<file path="src/rtl/store_unit.sv">
// Store unit: computes the effective address, lane-aligns store data and
// drives a single write handshake with timeout and misalignment faults.
module store_unit #(
  parameter int unsigned MAX_WAIT = 15
) (
  input  logic        i_clk,
  input  logic        i_rst,
  input  logic [31:0] rs1_val,
  input  logic [31:0] rs2_val,
  input  logic [31:0] imm,
  input  logic [1:0]  store_control,
  input  logic        mem_ready,
  output logic        stall_pc,
  output logic        ignore_curr_inst,
  output logic        mem_rw_mode,
  output logic [31:0] mem_addr,
  output logic [31:0] mem_wdata,
  output logic [3:0]  mem_wstrb,
  output logic        store_done,
  output logic        store_fault,
  output logic [1:0]  fault_cause
);

  localparam int CW = $clog2(MAX_WAIT + 1);

  typedef enum logic [1:0] {
    S_IDLE,
    S_WRITE,
    S_DONE,
    S_FAULT
  } state_t;

  state_t r_state;
  state_t w_next;

  logic [CW-1:0] r_wait;
  logic          r_rw;
  logic [31:0]   r_addr;
  logic [31:0]   r_wdata;
  logic [3:0]    r_wstrb;
  logic [1:0]    r_cause;

  logic [31:0] w_ea;
  logic [31:0] w_wdata;
  logic [3:0]  w_wstrb;
  logic        w_aligned;
  logic        w_req;
  logic        w_sb;
  logic        w_sh;
  logic        w_sw;
  logic        w_wait_max;

  assign w_ea  = rs1_val + imm;
  assign w_req = (store_control != 2'b00);
  assign w_sb  = (store_control == 2'b01);
  assign w_sh  = (store_control == 2'b10);
  assign w_sw  = (store_control == 2'b11);

  // Counter reaches MAX_WAIT on the edge ending this cycle
  assign w_wait_max = (r_wait == CW'(MAX_WAIT - 1));

  always_comb begin
    w_aligned = 1'b0;
    w_wdata   = '0;
    w_wstrb   = '0;
    unique case (1'b1)
      w_sb: begin
        w_aligned = 1'b1;
        w_wdata   = {4{rs2_val[7:0]}};
        w_wstrb   = 4'b0001 << w_ea[1:0];
      end
      w_sh: begin
        w_aligned = ~w_ea[0];
        w_wdata   = {2{rs2_val[15:0]}};
        w_wstrb   = w_ea[1] ? 4'b1100 : 4'b0011;
      end
      w_sw: begin
        w_aligned = (w_ea[1:0] == 2'b00);
        w_wdata   = rs2_val;
        w_wstrb   = 4'b1111;
      end
      default: ;
    endcase
  end

  always_comb begin
    w_next = r_state;
    unique case (r_state)
      S_IDLE: begin
        if (w_req)
          w_next = w_aligned ? S_WRITE : S_FAULT;
      end
      S_WRITE: begin
        if (mem_ready)
          w_next = S_DONE;
        else if (w_wait_max)
          w_next = S_FAULT;
      end
      S_DONE:  w_next = S_IDLE;
      S_FAULT: w_next = S_IDLE;
      default: w_next = S_IDLE;
    endcase
  end

  always_ff @(posedge i_clk or negedge i_rst) begin
    if (!i_rst) begin
      r_state <= S_IDLE;
      r_wait  <= '0;
      r_rw    <= 1'b1;
      r_addr  <= '0;
      r_wdata <= '0;
      r_wstrb <= '0;
      r_cause <= '0;
    end else begin
      r_state <= w_next;
      unique case (r_state)
        S_IDLE: begin
          if (w_req && w_aligned) begin
            r_addr  <= {w_ea[31:2], 2'b00};
            r_wdata <= w_wdata;
            r_wstrb <= w_wstrb;
            r_rw    <= 1'b0;
            r_wait  <= '0;
          end else if (w_req) begin
            r_cause <= 2'b01;
          end
        end
        S_WRITE: begin
          // A late mem_ready still wins over the timeout
          if (mem_ready || w_wait_max) begin
            r_rw    <= 1'b1;
            r_wstrb <= '0;
            if (!mem_ready)
              r_cause <= 2'b10;
          end else begin
            r_wait <= r_wait + 1'b1;
          end
        end
        default: ;
      endcase
    end
  end

  assign mem_rw_mode      = r_rw;
  assign mem_addr         = r_addr;
  assign mem_wdata        = r_wdata;
  assign mem_wstrb        = r_wstrb;
  assign store_done       = (r_state == S_DONE);
  assign store_fault      = (r_state == S_FAULT);
  assign fault_cause      = store_fault ? r_cause : 2'b00;
  assign ignore_curr_inst = store_done | store_fault;
  assign stall_pc         = ((r_state == S_IDLE) && w_req) ||
                            (r_state == S_WRITE);

endmodule

</file>
<file path="config.mk">
export PLATFORM = sky130hd
export DESIGN_NAME = store_unit
export DESIGN_NICKNAME = d
export VERILOG_FILES = /design/src/rtl/store_unit.sv
export SDC_FILE = /design/constraint.sdc
export NUM_CORES = 1
export LEC_CHECK = 0
export BUFFER_PORTS_ARGS = -buffer_cell sky130_fd_sc_hd__buf_4
export CAP_MARGIN = 40
export CORE_UTILIZATION = 56
export CTS_CLUSTER_DIAMETER = 40
export DETAILED_ROUTE_END_ITERATION = 6
export PLACE_DENSITY = 0.92
export SYNTH_ARGS = -nofsm -noshare
export SYNTH_HDL_FRONTEND = slang
export SYNTH_SLANG_ARGS = --single-unit
</file>
<file path="constraint.sdc">
create_clock -name i_clk -period 5 [get_ports i_clk]
set_clock_uncertainty 0.1 [all_clocks]
set_input_delay 0.25 -clock i_clk [delete_from_list [all_inputs] [get_ports i_clk]]
set_output_delay 0.25 -clock i_clk [all_outputs]
set_load 0.02 [all_outputs]
</file>
==> flow_summary.json, run 1 <==
{
  "cts_tree": "built",
  "synth_top_family_by_area": "compound AO/OA/AOI/OAI gates",
  "vias": 5618,
  "fin_crit_sh_pct": 54.9,
  "dieArea_um2": 9850,
  "status": "completed",
  "grt_max_degree": 78,
  "worst_path_largest_cell_delay_ns": 0.63,
  "drc": 0,
  "synth_edf_count": 0,
  "grt_overflow_total": 0,
  "crit_family": "simple AND/OR/NAND/NOR gates",
  "postCtsSetupBuffers": 0,
  "cts_resized": 0,
  "clkTransAtPathRegs_ns": 0.10,
  "antenna_left": 0,
  "fin_crit_ns": 2.75,
  "start_util_pct": 57.6,
  "hold_ws_ns": 0.0130,
  "fp.dieH_um": 99.2,
  "die_w_um": 99.2,
  "gp_congestion": 0.980,
  "max_cap_viol_count": 0,
  "tightest_slew_ns": 0.743,
  "ys_seq_elements": 75,
  "synth_mux_area_share_pct": 4.11,
  "slowest_stage": "or3_4",
  "cts_buffers": 9,
  "synth_cells": 633,
  "setup_viol_count_final": 0,
  "clock_latency_ns": 0.36,
  "layout-drive-gt1-share_pct": 27.4,
  "syn_avg_cell_area_um2": 8.37,
  "p_leak_uw": 0.00324,
  "drtPass1Iterations": 5,
  "required_ns": 5.18,
  "netlist_area_um2": 5300,
  "cp-end-kind": "flip-flop",
  "synthArstFlopShare_pct": 100,
  "antenna_found_initial": 0,
  "crit_path_start_kind": "input pin",
  "synth_ff_type": "dfrtp_1",
  "crit_chain": "buf_4 > ha_1 > fa_1 > a21o_1 > a21o_1 > or3_4 > or4_1 > nand3_1",
  "core_um2": 9200,
  "grt_use_total_pct": 31.7,
  "yosysWarnings": 0,
  "final_util_pct": 74.2,
  "cts_hold_buf": 2,
  "synthXorXnorAreaFrac_pct": 2.48,
  "path_common_cell": "a21o_1",
  "avgViaCountPerCell": 6.26,
  "yosysSeqAreaShare_pct": 35.5,
  "synthSimpleGateAreaFrac_pct": 20.0,
  "worstSetupPathType": "input pin to flip-flop",
  "clk_root_buffer_cell": "clkbuf_8",
  "fin_ws_ns": 2.25,
  "h-tree-depth": 3,
  "wl_mm": 15.7,
  "total_power_uw": 3380,
  "grt_pass1_wl_mm": 25.2,
  "drt_iter0_markers": 346,
  "synth_largest_area_cell": "dfrtp_1",
  "synth_compound_area_share_pct": 25.6,
  "rsz0062_at_grt": "false",
  "final_cell_mix": "buf_4, nand2_1, a21oi_1",
  "power.density_nw_per_um2": 496,
  "synthAdderAreaFrac_pct": 8.18,
  "preCtsSetupSlack_ns": 1.92,
  "synthToLayoutAreaGrowth_pct": 28.9,
  "layout_commonest_cell": "buf_4",
  "tns_ns": 0,
  "ys_types": 64,
  "critPathBufInv": 1,
  "fin_nets": 916,
  "num_io_pins": 176,
  "cts.sinks": 75,
  "arrival_ns": 2.93,
  "hold_viol": 0,
  "n_antenna_cell": 0,
  "peakVddDrop_mv": 0.210,
  "rows": 35,
  "portBuffers": 173,
  "rrSetupSlack_ns": 2.65,
  "synthTopCellsByArea": "dfrtp_1, ha_1, a21oi_1, nand2_1, nor2_1",
  "wire_per_inst_um": 17.5,
  "slew_violations": 0,
  "grt_pass1_vias": 5422,
  "clk_path_buf_depth": 2,
  "dp_hpwl_mm": 11.9,
  "relSlewSlack_pct": 50.4,
  "hp-class": "input pin to flip-flop",
  "max_freq_mhz": 364,
  "critical_path_peak_fanout": 77,
  "yosysTopAreaCellShare_pct": 35.0
}
[cell type report]
cell class,instances,area (um^2)
well taps,111,139
flip-flops and latches,75,1880
clock buffers,9,124
multi-input cells,509,3210
repair buffers,178,1360
clock inverters,7,82.6
inverters,8,30.0
fillers,645,2370
[through the flow]
step,instances,cell area (um^2)
finish,897,6830
global route,897,6830
CTS,897,6830
detailed placement,879,6600
global placement,878,6570
floorplan,634,5300
[cell families after synthesis]
group                    Yosys count
adder cells (fa/ha/maj)           34
AO/OA/AOI/OAI                    210
XOR/XNOR                          15
other                              1
AND/OR/NAND/NOR                  228
multiplexers                      20
flip-flops                        75
buffers and inverters             50
[flip-flops by register name, indices dropped and copies added, names as in the netlist]
register / flops
mem_wdata: 32
r_cause: 2
r_wait: 4
mem_rw_mode: 1
mem_wstrb: 4
mem_addr: 30
r_state: 2
[routing by layer]
metal	global-route usage, %	vias to the layer above	part of all wire, %
met2	55.3	326	48
met1	39.4	2625	41
met5	0	-	0
met4	11.4	0	2.6
met3	5.69	47	8.2
li1	-	2620	-
[cells in the mapped netlist, drive strengths merged (13+ instances only)]
cell	number
nand3	18
nor2	50
nand4	14
dfrtp	74
nand2	89
buf	18
ha	33
a21oi	76
a21o	13
o21ai	38
clkbuf	24
mux2	14
nor3	15
[worst paths after layout]
path                                          start                         to  depth (start not counted)
min reg2reg                mem_wstrb[2]$_DFFE_PN0P_   mem_wstrb[2]$_DFFE_PN0P_                          2
max reg2reg                  r_state[0]$_DFFE_PN0P_   mem_wstrb[0]$_DFFE_PN0P_                          5
max                                      rs1_val[0]   mem_addr[16]$_DFFE_PN0P_                          8
min in group asynchronous                     i_rst  mem_wdata[15]$_DFFE_PN0P_                          2
max in group asynchronous                     i_rst    mem_rw_mode$_DFFE_PN1P_                          3
min                                       mem_ready     r_state[0]$_DFFE_PN0P_                          2
[report_power, final]
part           leakage [uW]  internal (uW)  switching (uW)  total, uW
Sequential         0.000904            901             213       1110
Combinational       0.00224            737            1030       1770
Clock             0.0000988            239             260        500
No activity file was read; power rests on OpenSTA's default activity.
==> run 2: changes to the inputs <==
--- a/config.mk
+++ b/config.mk
@@ -7,10 +7,10 @@
 export LEC_CHECK = 0
 export BUFFER_PORTS_ARGS = -buffer_cell sky130_fd_sc_hd__buf_4
 export CAP_MARGIN = 40
-export CORE_UTILIZATION = 56
+export CORE_UTILIZATION = 47
 export CTS_CLUSTER_DIAMETER = 40
 export DETAILED_ROUTE_END_ITERATION = 6
-export PLACE_DENSITY = 0.92
+export PLACE_DENSITY = 0.83
 export SYNTH_ARGS = -nofsm -noshare
 export SYNTH_HDL_FRONTEND = slang
 export SYNTH_SLANG_ARGS = --single-unit
==> constraint.sdc (replaced) <==
create_clock -name i_clk -period 2.45 [get_ports i_clk]
set_clock_uncertainty 0.1 [all_clocks]
set_input_delay 0.1225 -clock i_clk [delete_from_list [all_inputs] [get_ports i_clk]]
set_output_delay 0.1225 -clock i_clk [all_outputs]
set_load 0.02 [all_outputs]
==> flow_summary.json, run 2 (synthesized netlist as in run 1, its figures left out) <==
{
  "grt_max_degree": 67,
  "drc": 0,
  "die_w_um": 108,
  "critical_path_peak_fanout": 13,
  "rrSetupSlack_ns": 0.40,
  "max_freq_mhz": 437,
  "n_antenna_cell": 0,
  "grt_pass1_wl_mm": 26.1,
  "drtPass1Iterations": 7,
  "clk_path_buf_depth": 2,
  "slowest_stage": "fa_1",
  "dp_hpwl_mm": 12.7,
  "cts_buffers": 9,
  "postCtsSetupBuffers": 0,
  "wl_mm": 16.6,
  "cts_hold_buf": 15,
  "grt_use_total_pct": 28.5,
  "fin_nets": 967,
  "rows": 38,
  "worstSetupPathType": "input pin to flip-flop",
  "hold_ws_ns": 0.0205,
  "clk_root_buffer_cell": "clkbuf_8",
  "start_util_pct": 48.6,
  "clkTransAtPathRegs_ns": 0.08,
  "hp-class": "input pin to flip-flop",
  "grt_overflow_total": 0,
  "antenna_left": 0,
  "portBuffers": 173,
  "gp_congestion": 0.935,
  "layout-drive-gt1-share_pct": 30.1,
  "status": "completed",
  "worst_path_largest_cell_delay_ns": 0.45,
  "final_cell_mix": "buf_4, nand2_1, a21oi_1",
  "crit_chain": "buf_4 > ha_1 > fa_1 > a21o_1 > a21o_1 > or3_4 > buf_4 > a221oi_1 > nand3_1",
  "use_met3_pct": 4.52,
  "antenna_found_initial": 0,
  "tightest_slew_ns": 0.573,
  "rsz0062_at_grt": "false",
  "arrival_ns": 2.40,
  "grtUsageMet2_pct": 48.6,
  "layout_commonest_cell": "buf_4",
  "crit_path_start_kind": "input pin",
  "cp-end-kind": "flip-flop",
  "required_ns": 2.56,
  "cts_tree": "built",
  "drt_iter0_markers": 505,
  "grt_pass1_vias": 5534,
  "dieArea_um2": 11700,
  "wire_per_inst_um": 17.0,
  "cts.sinks": 75,
  "tns_ns": 0,
  "peakVddDrop_mv": 0.671,
  "fin_crit_sh_pct": 93.4,
  "relSlewSlack_pct": 61.6,
  "slew_violations": 0,
  "preCtsSetupSlack_ns": -0.183,
  "largest_register_ffs": 32,
  "core_um2": 10900,
  "grt_busiest_layer": "met2",
  "hold_viol": 0,
  "clock_latency_ns": 0.34,
  "p_leak_uw": 0.00347,
  "h-tree-depth": 3,
  "cts_resized": 0,
  "gr-usage-met1_pct": 34.8,
  "avgViaCountPerCell": 5.92,
  "power.density_nw_per_um2": 964,
  "synthToLayoutAreaGrowth_pct": 37.1,
  "setup_viol_count_final": 0,
  "fin_crit_ns": 2.29,
  "final_util_pct": 66.7,
  "vias": 5780,
  "fp.dieH_um": 108,
  "max_cap_viol_count": 0,
  "num_io_pins": 176,
  "fin_ws_ns": 0.161
}
## run 2: cell count changes in the layout (fill, tap and decap cells not counted), sizes merged
cell         previous run  this run
clkinv                  0         1
buf                   176       214
bufinv                  1         0
inv                    12         9
clkbuf                  9        12
dlygate4sd3             2        15
clkinvlp                2         1
## run 2: final cells by class
| cell class | count | area [um^2] |
|---|---|---|
| repair buffers | 229 | 1780 |
| flip-flops and latches | 75 | 1880 |
| well taps | 140 | 175 |
| fillers | 878 | 3630 |
| clock inverters | 3 | 21.3 |
| inverters | 8 | 30.0 |
| clock buffers | 12 | 165 |
| multi-input cells | 509 | 3210 |
## run 2: per-layer routing
layer / up-vias / wire length (um)
met2: 299 / 7920
met4: 0 / 598
met5: - / 0
met3: 60 / 1260
li1: 2725 / -
met1: 2696 / 6820
## run 2: worst max-delay path: cells and delay by family
family / cells / cell delay, ns
buf+inv: 2 / 0.32
simple gates: 2 / 0.54
fa+ha+maj: 2 / 0.66
compound gates: 3 / 0.76
## run 2: path summary, 6_finish.rpt
kind,from,endpoint,cells after the start
max,rs1_val[0],mem_addr[30]$_DFFE_PN0P_,9
min in group asynchronous,i_rst,mem_addr[7]$_DFFE_PN0P_,2
min reg2reg,mem_addr[18]$_DFFE_PN0P_,mem_addr[18]$_DFFE_PN0P_,2
max reg2reg,r_wait[0]$_DFFE_PN0P_,mem_wstrb[1]$_DFFE_PN0P_,6
max in group asynchronous,i_rst,mem_rw_mode$_DFFE_PN1P_,3
min,rs2_val[12],mem_wdata[12]$_DFFE_PN0P_,3
## run 2: metrics by stage
stage | total power, uW | std cells | instance area (um^2)
2_1_floorplan | 4360 | 634 | 5300
3_3_place_gp | 5920 | 945 | 6900
3_5_place_dp | 6060 | 946 | 6920
4_1_cts | 6990 | 976 | 7260
5_1_grt | 7450 | 976 | 7260
6_report | 7000 | 976 | 7260
## run 2: where the power goes
| part | leakage, uW | total [uW] | switching (uW) | internal, uW |
|---|---|---|---|---|
| Sequential | 0.000904 | 2250 | 405 | 1840 |
| Combinational | 0.00247 | 3840 | 2180 | 1660 |
| Clock | 0.0000949 | 911 | 463 | 448 |
| Total | 0.00347 | 7000 | 3050 | 3940 |
==> run 3: changes to the inputs <==
--- a/config.mk
+++ b/config.mk
@@ -7,6 +7,7 @@
 export LEC_CHECK = 0
 export BUFFER_PORTS_ARGS = -buffer_cell sky130_fd_sc_hd__buf_4
 export CAP_MARGIN = 40
+export CORE_MARGIN = 8
 export CORE_UTILIZATION = 47
 export CTS_CLUSTER_DIAMETER = 40
 export DETAILED_ROUTE_END_ITERATION = 6
==> flow_summary.json, run 3 (synthesized netlist as in run 1, its figures left out) <==
{
  "synthToLayoutAreaGrowth_pct": 37.1,
  "clk_root_buffer_cell": "clkbuf_16",
  "drtPass1Iterations": 5,
  "arrival_ns": 2.52,
  "slew_violations": 0,
  "p_seq_share_pct": 30.4,
  "layout_commonest_cell": "buf_4",
  "antenna_left": 0,
  "postCtsSetupBuffers": 0,
  "n_antenna_cell": 0,
  "cp-end-kind": "flip-flop",
  "antenna_found_initial": 0,
  "vias": 5666,
  "multi_input_area_um2": 3220,
  "fin_crit_sh_pct": 96.3,
  "die_w_um": 122,
  "grt_use_total_pct": 22.8,
  "p_int_uw": 4190,
  "dieArea_um2": 14900,
  "hp-class": "input pin to flip-flop",
  "peakVddDrop_mv": 0.812,
  "drt_iter0_markers": 616,
  "h-tree-depth": 3,
  "portBuffers": 173,
  "p_sw_share_pct": 43.1,
  "core_um2": 10900,
  "rows": 38,
  "grt_max_degree": 41,
  "start_util_pct": 48.4,
  "cts_buffers": 9,
  "power.density_nw_per_um2": 1010,
  "drc": 0,
  "max_cap_viol_count": 0,
  "p_leak_uw": 0.00345,
  "cts_tree": "built",
  "clock_latency_ns": 0.33,
  "grt_pass1_vias": 5814,
  "relSlewSlack_pct": 52.4,
  "grt_pass1_wl_mm": 28.1,
  "tns_ns": 0,
  "worstSetupPathType": "input pin to flip-flop",
  "critical_path_peak_fanout": 16,
  "clkPwrFrac_pct": 17.1,
  "fin_nets": 953,
  "clkTransAtPathRegs_ns": 0.07,
  "rsz0062_at_grt": "false",
  "required_ns": 2.61,
  "power.switching_uw": 3170,
  "tightest_slew_ns": 0.711,
  "clk_path_buf_depth": 2,
  "area.sequential_um2": 1880,
  "fp.dieH_um": 122,
  "dp_hpwl_mm": 13.7,
  "crit_path_start_kind": "input pin",
  "combPwrFrac_pct": 52.4,
  "status": "completed",
  "grt_overflow_total": 0,
  "cts.sinks": 75,
  "avgViaCountPerCell": 5.88,
  "largest_register_ffs": 32,
  "n_fill_cell": 908,
  "setup_viol_count_final": 0,
  "final_cell_mix": "buf_4, nand2_1, a21oi_1",
  "fin_crit_ns": 2.36,
  "total_power_uw": 7360,
  "wire_per_inst_um": 18.1,
  "gp_congestion": 0.959,
  "hold_ws_ns": 0.00944,
  "layout-drive-gt1-share_pct": 29.5,
  "hold_viol": 0,
  "num_io_pins": 176,
  "max_freq_mhz": 424,
  "wl_mm": 17.5
}
run 3: per-layer routing:
| metal | track usage, % | share of wire (%) | up-vias |
|---|---|---|---|
| met5 | 0 | 0 | - |
| met4 | 5.48 | 0.97 | 0 |
| met3 | 5.14 | 9.4 | 25 |
| met2 | 39.2 | 49 | 297 |
| met1 | 28.5 | 41 | 2651 |
| li1 | - | - | 2693 |
run 3: power groups by stage:
| stage | Combinational, uW | Sequential, uW | Clock (uW) |
|---|---|---|---|
| after floorplan | 1540 | 2830 | 0 |
| after global placement | 3720 | 2230 | 0 |
| after detailed placement | 3840 | 2250 | 0 |
| after CTS | 3880 | 2230 | 1290 |
| after global routing | 4180 | 2300 | 1340 |
| final | 3860 | 2240 | 1260 |
run 3: final cells by class:
cell class / instances / area share [%]
clock buffers: 9 / 3.10
clock inverters: 7 / 0.827
inverters: 8 / 0.414
multi-input cells: 509 / 44.4
flip-flops and latches: 75 / 25.9
well taps: 140 / 2.41
repair buffers: 215 / 23.0
run 3: through the flow:
stage               cell area (um^2)  std cells  setup WS [ns]  utilization [%]
finish                          7260        963         0.0909             66.4
detailed placement              6840        934         -0.296             62.5
floorplan                       5300        634        0.00619                -
global placement                6820        933         -0.218             62.3
CTS                             7250        963         0.0455             66.3
global route                    7260        963       0.000883             66.4
run 3: worst max-delay path, stage by stage:
cell and delay [ns]:
buf_4 0.11, ha_1 0.24, fa_2 0.48, a21o_1 0.24, a21o_1 0.19, or3_4 0.43, nor3_1 0.22, or3b_1 0.38
nand4_1 0.10
run 3: path summary, 6_finish.rpt:
kind | slack [ns] | cells after the start | to | from
max | 0.09 | 9 | mem_addr[27]$_DFFE_PN0P_ | rs1_val[0]
min | 0.009 | 3 | mem_wdata[8]$_DFFE_PN0P_ | rs2_val[8]
max reg2reg | 0.25 | 6 | mem_wstrb[1]$_DFFE_PN0P_ | r_wait[0]$_DFFE_PN0P_
min reg2reg | 0.38 | 2 | mem_addr[9]$_DFFE_PN0P_ | mem_addr[9]$_DFFE_PN0P_
max in group asynchronous | 1.40 | 3 | mem_rw_mode$_DFFE_PN1P_ | i_rst
min in group asynchronous | 0.19 | 2 | mem_addr[10]$_DFFE_PN0P_ | i_rst
run 3: repair_timing:
item                                    in CTS  in global routing
gates resized for setup                      0                  2
endpoints found under the setup margin       0                  9
hold endpoints to repair                    48                  0
hold buffers                                13                  0
